--- config.mk ---
export PLATFORM = sky130hd
export DESIGN_NAME = spi_byte_engine
export DESIGN_NICKNAME = d
export VERILOG_FILES = /design/src/rtl/spi_byte_engine.sv
export SDC_FILE = /design/constraint.sdc
export NUM_CORES = 1
export LEC_CHECK = 0
export ABC_AREA = 1
export CORE_MARGIN = 2
export CORE_UTILIZATION = 51
export DETAILED_ROUTE_END_ITERATION = 8
export GPL_ROUTABILITY_DRIVEN = 0
export PLACE_DENSITY = 0.78
export SYNTH_ARGS = -nofsm -noshare
export SYNTH_HDL_FRONTEND = slang
export SYNTH_SLANG_ARGS = --single-unit
--- constraint.sdc ---
create_clock -name CLK -period 1.71 [get_ports CLK]
set_input_delay 0.2565 -clock CLK [delete_from_list [all_inputs] [get_ports CLK]]
set_output_delay 0.2565 -clock CLK [all_outputs]
set_load 0.01 [all_outputs]
--- src/rtl/spi_byte_engine.sv ---
// SPI mode-0 byte engine for the NVM link: MSB-first, full duplex.
// The upstream divider rollover strobe (tick) is the half-SCK timebase;
// each tick advances the FSM by one half bit period.
module spi_byte_engine #(
  parameter int DATA_W = 8,
  parameter int CNT_W  = 4
) (
  input  logic              CLK,
  input  logic              nRST,
  input  logic              tick,
  output logic              count_en,
  output logic              count_clear,
  input  logic [DATA_W-1:0] tx_data,
  input  logic              tx_keep_cs,
  input  logic              tx_valid,
  output logic              tx_ready,
  output logic [DATA_W-1:0] rx_data,
  output logic              rx_valid,
  output logic              busy,
  output logic              sck,
  output logic              mosi,
  input  logic              miso,
  output logic              cs_n
);

  typedef enum logic [2:0] {
    IDLE,
    LEAD,
    SHIFT_LO,
    SHIFT_HI,
    TRAIL
  } state_t;

  state_t              state_q, state_d;
  logic                sck_q, sck_d;
  logic                mosi_q, mosi_d;
  logic                cs_n_q, cs_n_d;
  logic                rx_valid_q, rx_valid_d;
  logic                keep_q, keep_d;
  logic [CNT_W-1:0]    bit_idx_q, bit_idx_d;
  logic [DATA_W-1:0]   tx_shreg_q, tx_shreg_d;
  logic [DATA_W-1:0]   rx_shreg_q, rx_shreg_d;
  logic [DATA_W-1:0]   rx_data_q, rx_data_d;

  // State and datapath registers; reset aborts any transfer and raises cs_n at once
  always_ff @(posedge CLK or negedge nRST) begin
    if (!nRST) begin
      state_q    <= IDLE;
      sck_q      <= 1'b0;
      mosi_q     <= 1'b0;
      cs_n_q     <= 1'b1;
      rx_valid_q <= 1'b0;
      keep_q     <= 1'b0;
      bit_idx_q  <= '0;
      tx_shreg_q <= '0;
      rx_shreg_q <= '0;
      rx_data_q  <= '0;
    end else begin
      state_q    <= state_d;
      sck_q      <= sck_d;
      mosi_q     <= mosi_d;
      cs_n_q     <= cs_n_d;
      rx_valid_q <= rx_valid_d;
      keep_q     <= keep_d;
      bit_idx_q  <= bit_idx_d;
      tx_shreg_q <= tx_shreg_d;
      rx_shreg_q <= rx_shreg_d;
      rx_data_q  <= rx_data_d;
    end
  end

  // Next-state logic: everything holds unless a handshake or a tick moves it
  always_comb begin
    state_d    = state_q;
    sck_d      = sck_q;
    mosi_d     = mosi_q;
    cs_n_d     = cs_n_q;
    rx_valid_d = 1'b0;
    keep_d     = keep_q;
    bit_idx_d  = bit_idx_q;
    tx_shreg_d = tx_shreg_q;
    rx_shreg_d = rx_shreg_q;
    rx_data_d  = rx_data_q;

    case (state_q)
      IDLE: begin
        if (tx_valid) begin
          tx_shreg_d = tx_data;
          keep_d     = tx_keep_cs;
          cs_n_d     = 1'b0;
          mosi_d     = tx_data[DATA_W-1];
          bit_idx_d  = CNT_W'(DATA_W - 1);
          state_d    = LEAD;
        end
      end
      LEAD, SHIFT_LO: begin
        if (tick) begin
          sck_d      = 1'b1;
          rx_shreg_d = {rx_shreg_q[DATA_W-2:0], miso};
          state_d    = SHIFT_HI;
        end
      end
      SHIFT_HI: begin
        if (tick) begin
          sck_d = 1'b0;
          if (bit_idx_q == '0) begin
            state_d = TRAIL;
          end else begin
            bit_idx_d  = bit_idx_q - CNT_W'(1);
            tx_shreg_d = {tx_shreg_q[DATA_W-2:0], tx_shreg_q[DATA_W-1]};
            mosi_d     = tx_shreg_q[DATA_W-2];
            state_d    = SHIFT_LO;
          end
        end
      end
      TRAIL: begin
        if (tick) begin
          rx_data_d  = rx_shreg_q;
          rx_valid_d = 1'b1;
          cs_n_d     = ~keep_q;
          state_d    = IDLE;
        end
      end
      default: begin
        state_d = IDLE;
      end
    endcase
  end

  assign tx_ready    = (state_q == IDLE);
  assign busy        = (state_q != IDLE);
  assign count_en    = (state_q != IDLE);
  assign count_clear = (state_q == IDLE);
  assign sck         = sck_q;
  assign mosi        = mosi_q;
  assign cs_n        = cs_n_q;
  assign rx_valid    = rx_valid_q;
  assign rx_data     = rx_data_q;

endmodule

==> load_flow_metrics.sql <==
INSERT INTO impl_metrics (metric_group, metric, value, unit) VALUES
('status', 'outcome', 'finished clean', ''),
('finish', 'final_layout_size_suffix_gt1_frac', '0.128', ''),
('cts', 'holdBufCountCts', '0', ''),
('setup_path', 'arrival', '1.31', 'ns'),
('synthesis', 'postSynthRegisterBits', '35', ''),
('floorplanning', 'number_of_top_level_design_ports', '30', ''),
('synthesis', 'async_set_reset_flop_share_out_of_synthesis', '1.00', ''),
('synthesis', 'ys.warnings.count', '0', ''),
('synthesis', 'synth_top_area_share', '0.519', ''),
('route', 'routed_wire_length_per_instance', '10.4', 'µm'),
('synthesis', 'postSynthCellCount', '209', ''),
('sta', 'slew-limit-headroom', '0.774', ''),
('setup_path', 'cell_by_cell_listing_of_the_critical_path', 'nor2_2 > nand2_1 > dlygate4sd2_1', ''),
('sta', 'final-setup-viol-count', '0', ''),
('setup_path', 'cp_slowest_stage_delay', '0.46', 'ns'),
('sta', 'unrepaired_setup_endpoints_after_global_routing', 'false', ''),
('synthesis', 'synth.area.top_cells', 'dfrtp_1, nand2_1, inv_1, o21ai_1, nand3_1', ''),
('run', 'maxcap_violations', '0', ''),
('cts', 'cts_tree', 'done', ''),
('synthesis', 'synthesis.area', '1640', 'µm²'),
('cts', 'clock_slew_at_the_register_clock_pins_of_the_worst_setup_and_hold_paths', '0.11', 'ns'),
('setup_path', 'crit_type', 'reg -> out', ''),
('power', 'highest_ir_drop_seen_on_vdd', '0.000740', 'V'),
('route', 'dr_pass1_iterations', '4', ''),
('floorplanning', 'initial_utilization', '0.536', ''),
('finish', 'fin_util', '0.690', ''),
('synthesis', 'synth-seq-area-share', '0.536', ''),
('setup_path', 'critical_path.endpoint_type', 'output pin', ''),
('synthesis', 'syn_nets', '224', ''),
('grt', 'grt_pass1_vias', '1299', ''),
('power', 'post-layout-total-power', '0.00364', 'W'),
('floorplanning', 'dieWidth', '60.7', 'µm'),
('sta', 'worst-slew-pin-transition', '0.339', 'ns'),
('sta', 'whs', '0.265', 'ns'),
('synthesis', 'synth.distinct_cells', '24', ''),
('floorplanning', 'placeableCoreArea', '3050', 'µm²'),
('synthesis', 'synth-edff-count', '0', ''),
('grt', 'antenna_found_initial', '0', ''),
('route', 'via_count', '1374', ''),
('sta', 'finalMaxSlewViolations', '0', ''),
('setup_path', 'r2r_start', 'state_q[0]$_DFFE_PN0P_', ''),
('sta', 'post-route-min-period', '1.56', 'ns'),
('synthesis', 'synthDominantAreaCellType', 'dfrtp_1', ''),
('route', 'final_antenna_net_count', '0', ''),
('cts', 'cts_sinks', '35', ''),
('sta', 'final.period_utilization', '0.914', ''),
('synthesis', 'postSynthAreaPerCell', '7.84', 'µm²'),
('grt', 'global_route_wire_length_before_repair', '5450', 'µm'),
('sta', 'total_neg_setup_slack', '0', 'ns'),
('route', 'drc', '0', ''),
('sta', 'fmax', '640', 'MHz'),
('place', 'hpwlAfterDp', '2190', 'µm'),
('finish', 'num_antenna_cells', '0', ''),
('cts', 'cts_buffers', '5', ''),
('synthesis', 'synth_ff_type', 'dfrtp_1', ''),
('cts', 'clk_path_buf_depth', '2', ''),
('route', 'route.final.wire_length', '3070', 'µm'),
('setup_path', 'critical_path_required', '1.45', 'ns'),
('setup_path', 'critical_path.startpoint', 'state_q[0]$_DFFE_PN0P_', ''),
('power', 'cell_area_power_density', '1730', 'nW/µm²'),
('power', 'power.leakage', '1.12', 'nW'),
('place', 'buffer_ports.inserted', '29', ''),
('grt', 'grt_overflow_total', '0', ''),
('setup_path', 'path_max_fanout', '5', ''),
('setup_path', 'worst_path_max_delay_cell', 'dfrtp_2', ''),
('synthesis', 'netlist_top_cells_count', 'nand2_1, dfrtp_1, inv_1, o21ai_1, nand3_1', ''),
('grt', 'grt_use_total', '0.204', ''),
('synthesis', 'most_frequent_cell_after_synthesis', 'nand2_1', ''),
('cts', 'ctsHtreeMaxLevel', '2', ''),
('cts', 'clock_tree.root_cell', 'clkbuf_4', ''),
('route', 'first_iter_violations', '80', ''),
('finish', 'finalNetCount', '264', ''),
('route', 'via_per_inst', '4.67', ''),
('setup_path', 'cp-start-kind', 'flop', ''),
('floorplanning', 'die_h', '60.7', 'µm'),
('grt', 'grt_start_max_net_pins', '36', ''),
('hold_path', 'min-delay-path-class', 'in -> async', ''),
('sta', 'worst_clock_skew', '0.00753', 'ns'),
('floorplanning', 'die_area', '3680', 'µm²'),
('finish', 'syn2layout_area_growth', '28.6', '%'),
('sta', 'report.final.hold_viol_count', '0', ''),
('floorplanning', 'row_count', '20', ''),
('cts', 'clkLatencyLatePin', '0.34', 'ns');
[path summary, 6_finish.rpt]
check,to,slack [ns],cells after the start
setup reg to reg,tx_shreg_q[6]$_DFFE_PN0P_,0.24,8
min in group CLK,keep_q$_DFFE_PN0P_,0.48,3
max in group asynchronous,cs_n$_DFFE_PN1P_,1.20,2
hold reg to reg,tx_shreg_q[6]$_DFFE_PN0P_,0.49,2
setup / recovery,busy,0.15,3
hold / removal,rx_shreg_q[0]$_DFFE_PN0P_,0.26,2
[flip-flops by register name, summed over array words and instances (netlist names)]
register    flops
cs_n            1
state_q         3
keep_q          1
tx_shreg_q      7
rx_shreg_q      8
rx_data         8
bit_idx_q       4
mosi            1
rx_valid        1
sck             1
[repair_timing]
action,CTS,global route
endpoints found under the setup margin,4,3
gates resized for setup,6,5
buffers inserted,1,0
[logic make-up after synthesis]
| family | Yosys count | share of synthesized area |
|---|---|---|
| AND/OR/NAND/NOR | 126 | 0.319 |
| flip-flops | 35 | 0.536 |
| buffers and inverters | 28 | 0.0741 |
| AO/OA/AOI/OAI | 18 | 0.0588 |
| XOR/XNOR | 1 | 0.00535 |
| adder cells (fa/ha/maj) | 1 | 0.00764 |
[layer usage]
metal / track usage / up-vias / part of all wire / wire [µm]
met3: 0.0704 / 7 / 0.051 / 158
met1: 0.264 / 608 / 0.47 / 1450
met5: 0 / - / 0 / 0
li1: - / 724 / - / -
met2: 0.313 / 35 / 0.45 / 1390
met4: 0.0901 / 0 / 0.023 / 70
[final cells by class]
cell class,count,area (µm²)
Clock buffer,6,41.3
Clock inverter,2,37.5
Fill cell,260,946
Inverter,21,78.8
Multi-Input combinational cell,146,639
Sequential cell,35,880
Tap cell,44,55.1
Timing Repair Buffer,40,375
[through the flow]
stage | instances | instance area, µm² | setup WS [ns]
floorplan | 209 | 1640 | 0.328
global placement | 285 | 2030 | 0.103
detailed placement | 285 | 2030 | 0.107
CTS | 294 | 2110 | 0.0324
global route | 294 | 2110 | 0.0609
finish | 294 | 2110 | 0.147
[cells in the final DEF (no fill, tap or decap), types with 2 or more instances in the layout]
cell             Yosys  routed
clkdlybuf4s50_1      0      24
inv_1               19      19
clkbuf_4             0       5
nand2_1            102     102
clkbuf_2             0       2
buf_4                3      10
dfrtp_1             34      32
dlygate4sd2_1        0       2
nand3_1              8       8
o21ai_0              4       4
o21ai_1             11      11
nor2_1               7       7
inv_2                2       2
dfrtp_2              0       2
nand2_2              2       2
[power breakdown]
group	total [W]	switching [W]	internal [W]
Clock	0.000588	0.000280	0.000308
Sequential	0.00133	0.000175	0.00116
Combinational	0.00172	0.00101	0.000707
[critical path: cells and delay by family (launching register included)]
family	cells	cell delay, ns
buffers and inverters	1	0.30
DFF	1	0.46
and+or+nand+nor	2	0.22
No activity file was read; power rests on OpenSTA's default activity.
